`src/rtl/ex_stage_pkg.sv`:
```
// Shared encodings for the execute stage: ALU op classes, R-type funct codes,
// forwarding selects and the multiplier FSM state.
package ex_stage_pkg;

  typedef enum logic [1:0] {
    ALUOP_ADD   = 2'b00,
    ALUOP_SUB   = 2'b01,
    ALUOP_RTYPE = 2'b10,
    ALUOP_OR    = 2'b11
  } aluop_e;

  localparam logic [5:0] FUNCT_ADD = 6'b100000;
  localparam logic [5:0] FUNCT_SUB = 6'b100010;
  localparam logic [5:0] FUNCT_AND = 6'b100100;
  localparam logic [5:0] FUNCT_OR  = 6'b100101;
  localparam logic [5:0] FUNCT_SLT = 6'b101010;
  localparam logic [5:0] FUNCT_MUL = 6'b011000;

  // 2'b11 is not a real source and falls back to the ID/EX value.
  typedef enum logic [1:0] {
    FWD_NONE  = 2'b00,
    FWD_MEMWB = 2'b01,
    FWD_EXMEM = 2'b10,
    FWD_RSVD  = 2'b11
  } fwd_e;

  typedef enum logic [1:0] {
    ST_IDLE = 2'b00,
    ST_MUL  = 2'b01,
    ST_DONE = 2'b10
  } mul_state_e;

endpackage

```
`src/rtl/ex_stage_mul_iter.sv`:
```
// Iterative shift-add multiplier: one partial-product step per cycle for
// DATA_W cycles, then one DONE cycle presenting the low DATA_W product bits.
module ex_stage_mul_iter
  import ex_stage_pkg::*;
#(
  parameter int DATA_W = 32
) (
  input  logic              clk_i,
  input  logic              rst_i,
  input  logic              start_i,
  input  logic [DATA_W-1:0] a_i,
  input  logic [DATA_W-1:0] b_i,
  output logic              busy_o,
  output logic              done_o,
  output logic [DATA_W-1:0] product_o,
  output mul_state_e        state_o
);

  localparam int CNT_W = $clog2(DATA_W);
  localparam logic [CNT_W-1:0] CNT_LAST = CNT_W'(DATA_W - 1);

  mul_state_e        state_q,  state_d;
  logic [CNT_W-1:0]  cnt_q,    cnt_d;
  logic [DATA_W-1:0] acc_q,    acc_d;
  logic [DATA_W-1:0] mcand_q,  mcand_d;
  logic [DATA_W-1:0] mplier_q, mplier_d;

  always_comb begin
    state_d  = state_q;
    cnt_d    = cnt_q;
    acc_d    = acc_q;
    mcand_d  = mcand_q;
    mplier_d = mplier_q;
    case (state_q)
      ST_IDLE: begin
        if (start_i) begin
          mcand_d  = a_i;
          mplier_d = b_i;
          acc_d    = '0;
          cnt_d    = '0;
          state_d  = ST_MUL;
        end
      end
      ST_MUL: begin
        // A zero multiplier still runs every step so latency never varies.
        if (mplier_q[0]) begin
          acc_d = acc_q + mcand_q;
        end
        mcand_d  = mcand_q << 1;
        mplier_d = mplier_q >> 1;
        cnt_d    = cnt_q + 1'b1;
        if (cnt_q == CNT_LAST) begin
          state_d = ST_DONE;
        end
      end
      ST_DONE: begin
        state_d = ST_IDLE;
      end
      default: begin
        state_d = ST_IDLE;
      end
    endcase
  end

  always_ff @(posedge clk_i) begin
    if (!rst_i) begin
      state_q  <= ST_IDLE;
      cnt_q    <= '0;
      acc_q    <= '0;
      mcand_q  <= '0;
      mplier_q <= '0;
    end else begin
      state_q  <= state_d;
      cnt_q    <= cnt_d;
      acc_q    <= acc_d;
      mcand_q  <= mcand_d;
      mplier_q <= mplier_d;
    end
  end

  // Combinational so the upstream registers freeze in the start cycle itself.
  assign busy_o    = start_i | (state_q == ST_MUL);
  assign done_o    = (state_q == ST_DONE);
  assign product_o = acc_q;
  assign state_o   = state_q;

endmodule

```
`src/rtl/ex_stage.sv`:
```
// MIPS execute stage: forwarding muxes, single-cycle ALU, destination select,
// and an iterative multiplier that stalls the front of the pipe while running.
module ex_stage
  import ex_stage_pkg::*;
#(
  parameter int DATA_W = 32,
  parameter int REG_W  = 5
) (
  input  logic              clk_i,
  input  logic              rst_i,
  input  logic              valid_i,
  input  logic [DATA_W-1:0] data1_i,
  input  logic [DATA_W-1:0] data2_i,
  input  logic [DATA_W-1:0] extend_i,
  input  logic              ALUSrc_i,
  input  logic [1:0]        ALUOp_i,
  input  logic              RegDst_i,
  input  logic [REG_W-1:0]  MUX0_i,
  input  logic [REG_W-1:0]  MUX1_i,
  input  logic [1:0]        fwdA_i,
  input  logic [1:0]        fwdB_i,
  input  logic [DATA_W-1:0] exmem_data_i,
  input  logic [DATA_W-1:0] memwb_data_i,
  output logic [DATA_W-1:0] result_o,
  output logic [DATA_W-1:0] store_data_o,
  output logic [REG_W-1:0]  wreg_o,
  output logic              busy_o
);

  // Stall contract: while busy_o is 1 the ID/EX register must hold this
  // instruction unchanged; the instruction leaves EX at the first rising edge
  // where valid_i=1 and busy_o=0, with result_o valid in that cycle.

  logic [DATA_W-1:0] op_a;
  logic [DATA_W-1:0] op_bf;
  logic [DATA_W-1:0] op_b;
  logic [DATA_W-1:0] alu_res;
  logic [5:0]        funct;
  logic              is_mul;
  logic              mul_start;
  logic              mul_busy;
  logic              mul_done;
  logic [DATA_W-1:0] mul_product;
  mul_state_e        mul_state;

  always_comb begin
    case (fwd_e'(fwdA_i))
      FWD_EXMEM: op_a = exmem_data_i;
      FWD_MEMWB: op_a = memwb_data_i;
      default:   op_a = data1_i;
    endcase
  end

  always_comb begin
    case (fwd_e'(fwdB_i))
      FWD_EXMEM: op_bf = exmem_data_i;
      FWD_MEMWB: op_bf = memwb_data_i;
      default:   op_bf = data2_i;
    endcase
  end

  assign op_b  = ALUSrc_i ? extend_i : op_bf;
  assign funct = extend_i[5:0];

  always_comb begin
    alu_res = '0;
    case (aluop_e'(ALUOp_i))
      ALUOP_ADD: alu_res = op_a + op_b;
      ALUOP_SUB: alu_res = op_a - op_b;
      ALUOP_OR:  alu_res = op_a | op_b;
      ALUOP_RTYPE: begin
        case (funct)
          FUNCT_ADD: alu_res = op_a + op_b;
          FUNCT_SUB: alu_res = op_a - op_b;
          FUNCT_AND: alu_res = op_a & op_b;
          FUNCT_OR:  alu_res = op_a | op_b;
          FUNCT_SLT: alu_res = {{(DATA_W-1){1'b0}}, ($signed(op_a) < $signed(op_b))};
          default:   alu_res = '0;
        endcase
      end
      default: alu_res = '0;
    endcase
  end

  // Only IDLE may launch; in DONE the same mul is still in ID/EX and must not restart.
  assign is_mul    = (aluop_e'(ALUOp_i) == ALUOP_RTYPE) && (funct == FUNCT_MUL);
  assign mul_start = valid_i && is_mul && (mul_state == ST_IDLE);

  ex_stage_mul_iter #(
    .DATA_W (DATA_W)
  ) u_mul_iter (
    .clk_i     (clk_i),
    .rst_i     (rst_i),
    .start_i   (mul_start),
    .a_i       (op_a),
    .b_i       (op_bf),
    .busy_o    (mul_busy),
    .done_o    (mul_done),
    .product_o (mul_product),
    .state_o   (mul_state)
  );

  assign result_o     = mul_done ? mul_product : alu_res;
  assign store_data_o = op_bf;
  assign wreg_o       = RegDst_i ? MUX1_i : MUX0_i;
  assign busy_o       = mul_busy;

endmodule

```
`config.mk`:
```
export PLATFORM = sky130hd
export DESIGN_NAME = ex_stage
export DESIGN_NICKNAME = d
export VERILOG_FILES = /design/src/rtl/ex_stage_pkg.sv /design/src/rtl/ex_stage_mul_iter.sv /design/src/rtl/ex_stage.sv
export SDC_FILE = /design/constraint.sdc
export NUM_CORES = 1
export LEC_CHECK = 0
export BUFFER_PORTS_ARGS = -buffer_cell sky130_fd_sc_hd__buf_2
export CAP_MARGIN = 0
export CORE_ASPECT_RATIO = 1.75
export CORE_MARGIN = 2
export CORE_UTILIZATION = 55
export CTS_CLUSTER_SIZE = 40
export DETAILED_ROUTE_END_ITERATION = 7
export PLACE_DENSITY = 0.78
export SYNTH_ARGS = -nofsm -noshare
export SYNTH_HDL_FRONTEND = slang
export SYNTH_SLANG_ARGS = --single-unit
```
`constraint.sdc`:
```
create_clock -name clk_i -period 7.84 [get_ports clk_i]
set_input_delay 1.568 -clock clk_i [delete_from_list [all_inputs] [get_ports clk_i]]
set_output_delay 1.568 -clock clk_i [all_outputs]
set_load 0.01 [all_outputs]
```
==> key figures <==
Run status
  • Status: finished, final reports clean

Floorplanning
  • Die Width: 122 µm
  • Die area: 25500 µm²
  • Starting density of the core: 0.558
  • Vert. Die Dim: 210 µm
  • Number of core rows: 75
  • I/O pins: 251
  • CORE AREA: 23800 µm²

Finish
  • FF/Latch Area: 2060 µm²
  • Nets: 2394
  • Layout cells sized above 1: 0.212
  • Area occupied by multi-input gates: 10300 µm²
  • Layout Area Growth over Synthesis: 17.8%
  • # fillers: 2195

Worst setup path
  • CP Data Required Time: 6270 ps
  • Worst-path cell chain: buf_2, inv_1, ha_1, buf_4, a22oi_1, nor2_1, a21oi_1, o21ai_0, ha_1, nor2_1, nor2_1, o22ai_1, a221oi_1, buf_4, o311ai_2, a41oi_2, o41a_4, nor2_2, o41ai_4, xnor2_1, a21oi_2, buf_2
  • Crit-path max cell delay: 560 ps
  • Worst Setup End Kind: output port
  • Worst Path Max Fanout: 14
  • Critical path arrival: 6080 ps
  • Cell mode on critical path: nor2_1
  • Kind of cell adding the most delay to the critical path: compound AO/OA/AOI/OAI gates
  • Setup crit start kind: input pin
  • Critical path type: input pin to output port
  • Bufs and invs on worst path: 5
  • Worst path slowest cell: o41a_4

Power
  • Sequential share of power: 0.214
  • Int Power: 0.00133 W
  • VDD IR max: 0.123 mV
  • Clk pwr share: 0.205
  • Comb power frac: 0.581
  • Sw Share: 0.458
  • Sw power: 0.00112 W
  • Leakage: 7.62 nW
  • P per Cell Area: 157 nW/µm²

Global route
  • Total grt overflow: 0
  • Number of global-route vias before repair: 15719
  • Total track usage: 0.462
  • Largest net degree at the start of global routing: 85
  • Antenna violations before repair: 1
  • First-pass GRT wire length: 89300 µm

Yosys
  • Ranking of synthesized cells by area: dfxtp_1 16%, ha_1 10%, nand2_1 6.0%
  • Register area share after synthesis: 0.155
  • Cells after synthesis: 1850
  • Ys async rst share: 0
  • Syn_nets: 2141
  • Cell taking the most area after synthesis: dfxtp_1
  • Synthesized area: 13300 µm²
  • Post-synth EDFFs: 0
  • Synthesized area per cell: 7.19 µm²
  • YS warnings: 0
  • Yosys top cell area share: 0.155
  • Flops & latches, synth: 103
  • Netlist cell types: 100
  • Post-synth top flop: dfxtp_1

Timing
  • Worst Max-Slew Pin Slew: 1080 ps
  • Final slew viol count: 0
  • Final hold vios: 0
  • Fin crit share: 0.976
  • # setup viols final: 0
  • Worst hold slack: 498 ps
  • Clock Skew: 10.3 ps
  • Fmax: 0.131 GHz
  • Final worst setup slack: 189 ps
  • Shortest period the worst path allows: 7650 ps
  • Worst slew margin relative to its limit: 0.272

Clock network
  • Clock Pin Slew Worst Setup and Hold Paths: 80 ps
  • Clk_lat worst skew: 390 ps
  • Htree depth: 3
  • Clk sink count: 103
  • Hold_buf cts: 0
  • Max Root-Sink Buffers: 2
  • CTS tree: yes
  • Clock root buffer: clkbuf_16
  • CTS Buf Count: 9

Route
  • Drt pass-1 iters: 8
  • Initial DRC count: 1622
  • Vias: 16465
  • Final WL: 60900 µm
  • Final antenna-violating net count: 0
  • Vias per inst: 6.81
  • Drt wl/cell: 25.2 µm
  • DRC violations left: 0

Placement
  • Placer Congestion: 1.07
  • HPWL after DPL: 47800 µm
  • IO buf count: 250
  • Pre-CTS setup slack: 159 ps

Run
  • Max-cap viol count: 0

Hold path
  • Min-delay worst type: register to register
Yosys cell counts, types with 7 or more instances:
library cell / instances
nand2_1: 214
a21oi_1: 137
nor2_1: 133
o21ai_0: 129
inv_1: 120
ha_1: 107
dfxtp_1: 103
clkbuf_1: 95
o211a_1: 65
o211ai_1: 58
a22oi_1: 52
nand2b_1: 35
nand3_1: 35
xnor2_1: 35
a21o_1: 32
xor2_1: 31
o21a_1: 24
a221o_1: 23
nor2b_1: 23
nor3_1: 23
mux2i_1: 21
and2_1: 19
o22ai_1: 19
o21bai_1: 18
a22o_1: 16
o21ai_1: 16
o31ai_1: 15
o221ai_1: 14
a211oi_1: 13
a31oi_1: 12
or3_1: 12
a32oi_1: 11
buf_2: 10
nand4_1: 9
and3_1: 8
nor4_1: 8
a21boi_0: 7
mux2_2: 7
o221a_2: 7
worst register-to-register path, stage by stage, from the launching register on:
cell      delay, ps
dfxtp_1         340
ha_1            230
fa_1            420
a21o_1          190
a21oi_1         480
o21bai_1        110
a21oi_1         290
o21ai_0         170
a21oi_1         320
o21ai_0         340
a21oi_1         420
a31oi_1         210
a21oi_1         250
mux2i_1         220
nor2b_1          60
state kept, by name, summed over array words and instances (netlist names):
signal / count
u_mul_iter.cnt_q: 5
u_mul_iter.mcand_q: 32
u_mul_iter.mplier_q: 32
u_mul_iter.product_o: 32
u_mul_iter.state_o: 2
path summary, 6_finish.rpt:
kind	cells after the start	end	slack, ps	from
setup / recovery	22	result_o[27]	190	fwdB_i[1]
hold / removal	2	u_mul_iter.cnt_q[4]$_SDFFE_PN0P_	500	u_mul_iter.cnt_q[4]$_SDFFE_PN0P_
setup reg to reg	14	u_mul_iter.product_o[30]$_SDFFE_PN0P_	3680	u_mul_iter.product_o[0]$_SDFFE_PN0P_
hold reg to reg	2	u_mul_iter.cnt_q[4]$_SDFFE_PN0P_	500	u_mul_iter.cnt_q[4]$_SDFFE_PN0P_
cells in the final DEF (no fill, tap or decap), types with 52 or more instances in the layout:
master | Yosys | routed
buf_2 | 10 | 250
nand2_1 | 214 | 214
a21oi_1 | 137 | 136
nor2_1 | 133 | 132
o21ai_0 | 129 | 126
inv_1 | 120 | 119
buf_4 | 4 | 109
ha_1 | 107 | 104
dfxtp_1 | 103 | 103
o211a_1 | 65 | 65
o211ai_1 | 58 | 58
a22oi_1 | 52 | 52
power by group through the flow:
stage               logic (W)  clock network (W)  registers [W]
floorplan            0.000847                  0       0.000537
finish                0.00143           0.000502       0.000525
global route          0.00151           0.000525       0.000525
CTS                   0.00137           0.000500       0.000525
detailed placement    0.00136                  0       0.000537
global placement      0.00136                  0       0.000537
layer usage:
| metal | vias up | share of wire | wire length (µm) | track usage |
|---|---|---|---|---|
| li1 | 7347 | - | - | - |
| met1 | 7668 | 0.34 | 20700 | 0.496 |
| met2 | 1093 | 0.46 | 28000 | 0.749 |
| met3 | 357 | 0.094 | 5710 | 0.100 |
| met4 | 0 | 0.11 | 6500 | 0.413 |
| met5 | - | 0 | 0 | 0 |
timing repair:
action | in CTS | in global routing
setup endpoints to repair | 0 | 14
setup buffers | 0 | 3
resized for setup | 0 | 12
per-stage QoR:
stage / std cells / TNS (ps) / instance area (µm²) / total power, W / utilization
floorplan: 1850 / 0 / 13300 / 0.00138 / -
global placement: 2397 / 0 / 15300 / 0.00189 / 0.642
detailed placement: 2397 / 0 / 15300 / 0.00190 / 0.642
CTS: 2413 / 0 / 15600 / 0.00239 / 0.655
global route: 2417 / -4.27 / 15700 / 0.00256 / 0.657
finish: 2417 / 0 / 15700 / 0.00245 / 0.657
cells by family after synthesis:
family	synth area share
xor+xnor	0.0435
buf+inv	0.0743
flops	0.155
fa+ha+maj	0.105
simple gates	0.188
compound gates	0.412
mux	0.0217
area by class of cell:
type / instances / area share
Inverter: 129 / 0.0309
Timing Repair Buffer: 361 / 0.134
Antenna cell: 1 / 0.000160
Tap cell: 308 / 0.0246
Multi-Input combinational cell: 1499 / 0.658
Clock inverter: 7 / 0.00567
Sequential cell: 103 / 0.132
Clock buffer: 9 / 0.0144
(Power assumes the default switching activity.)
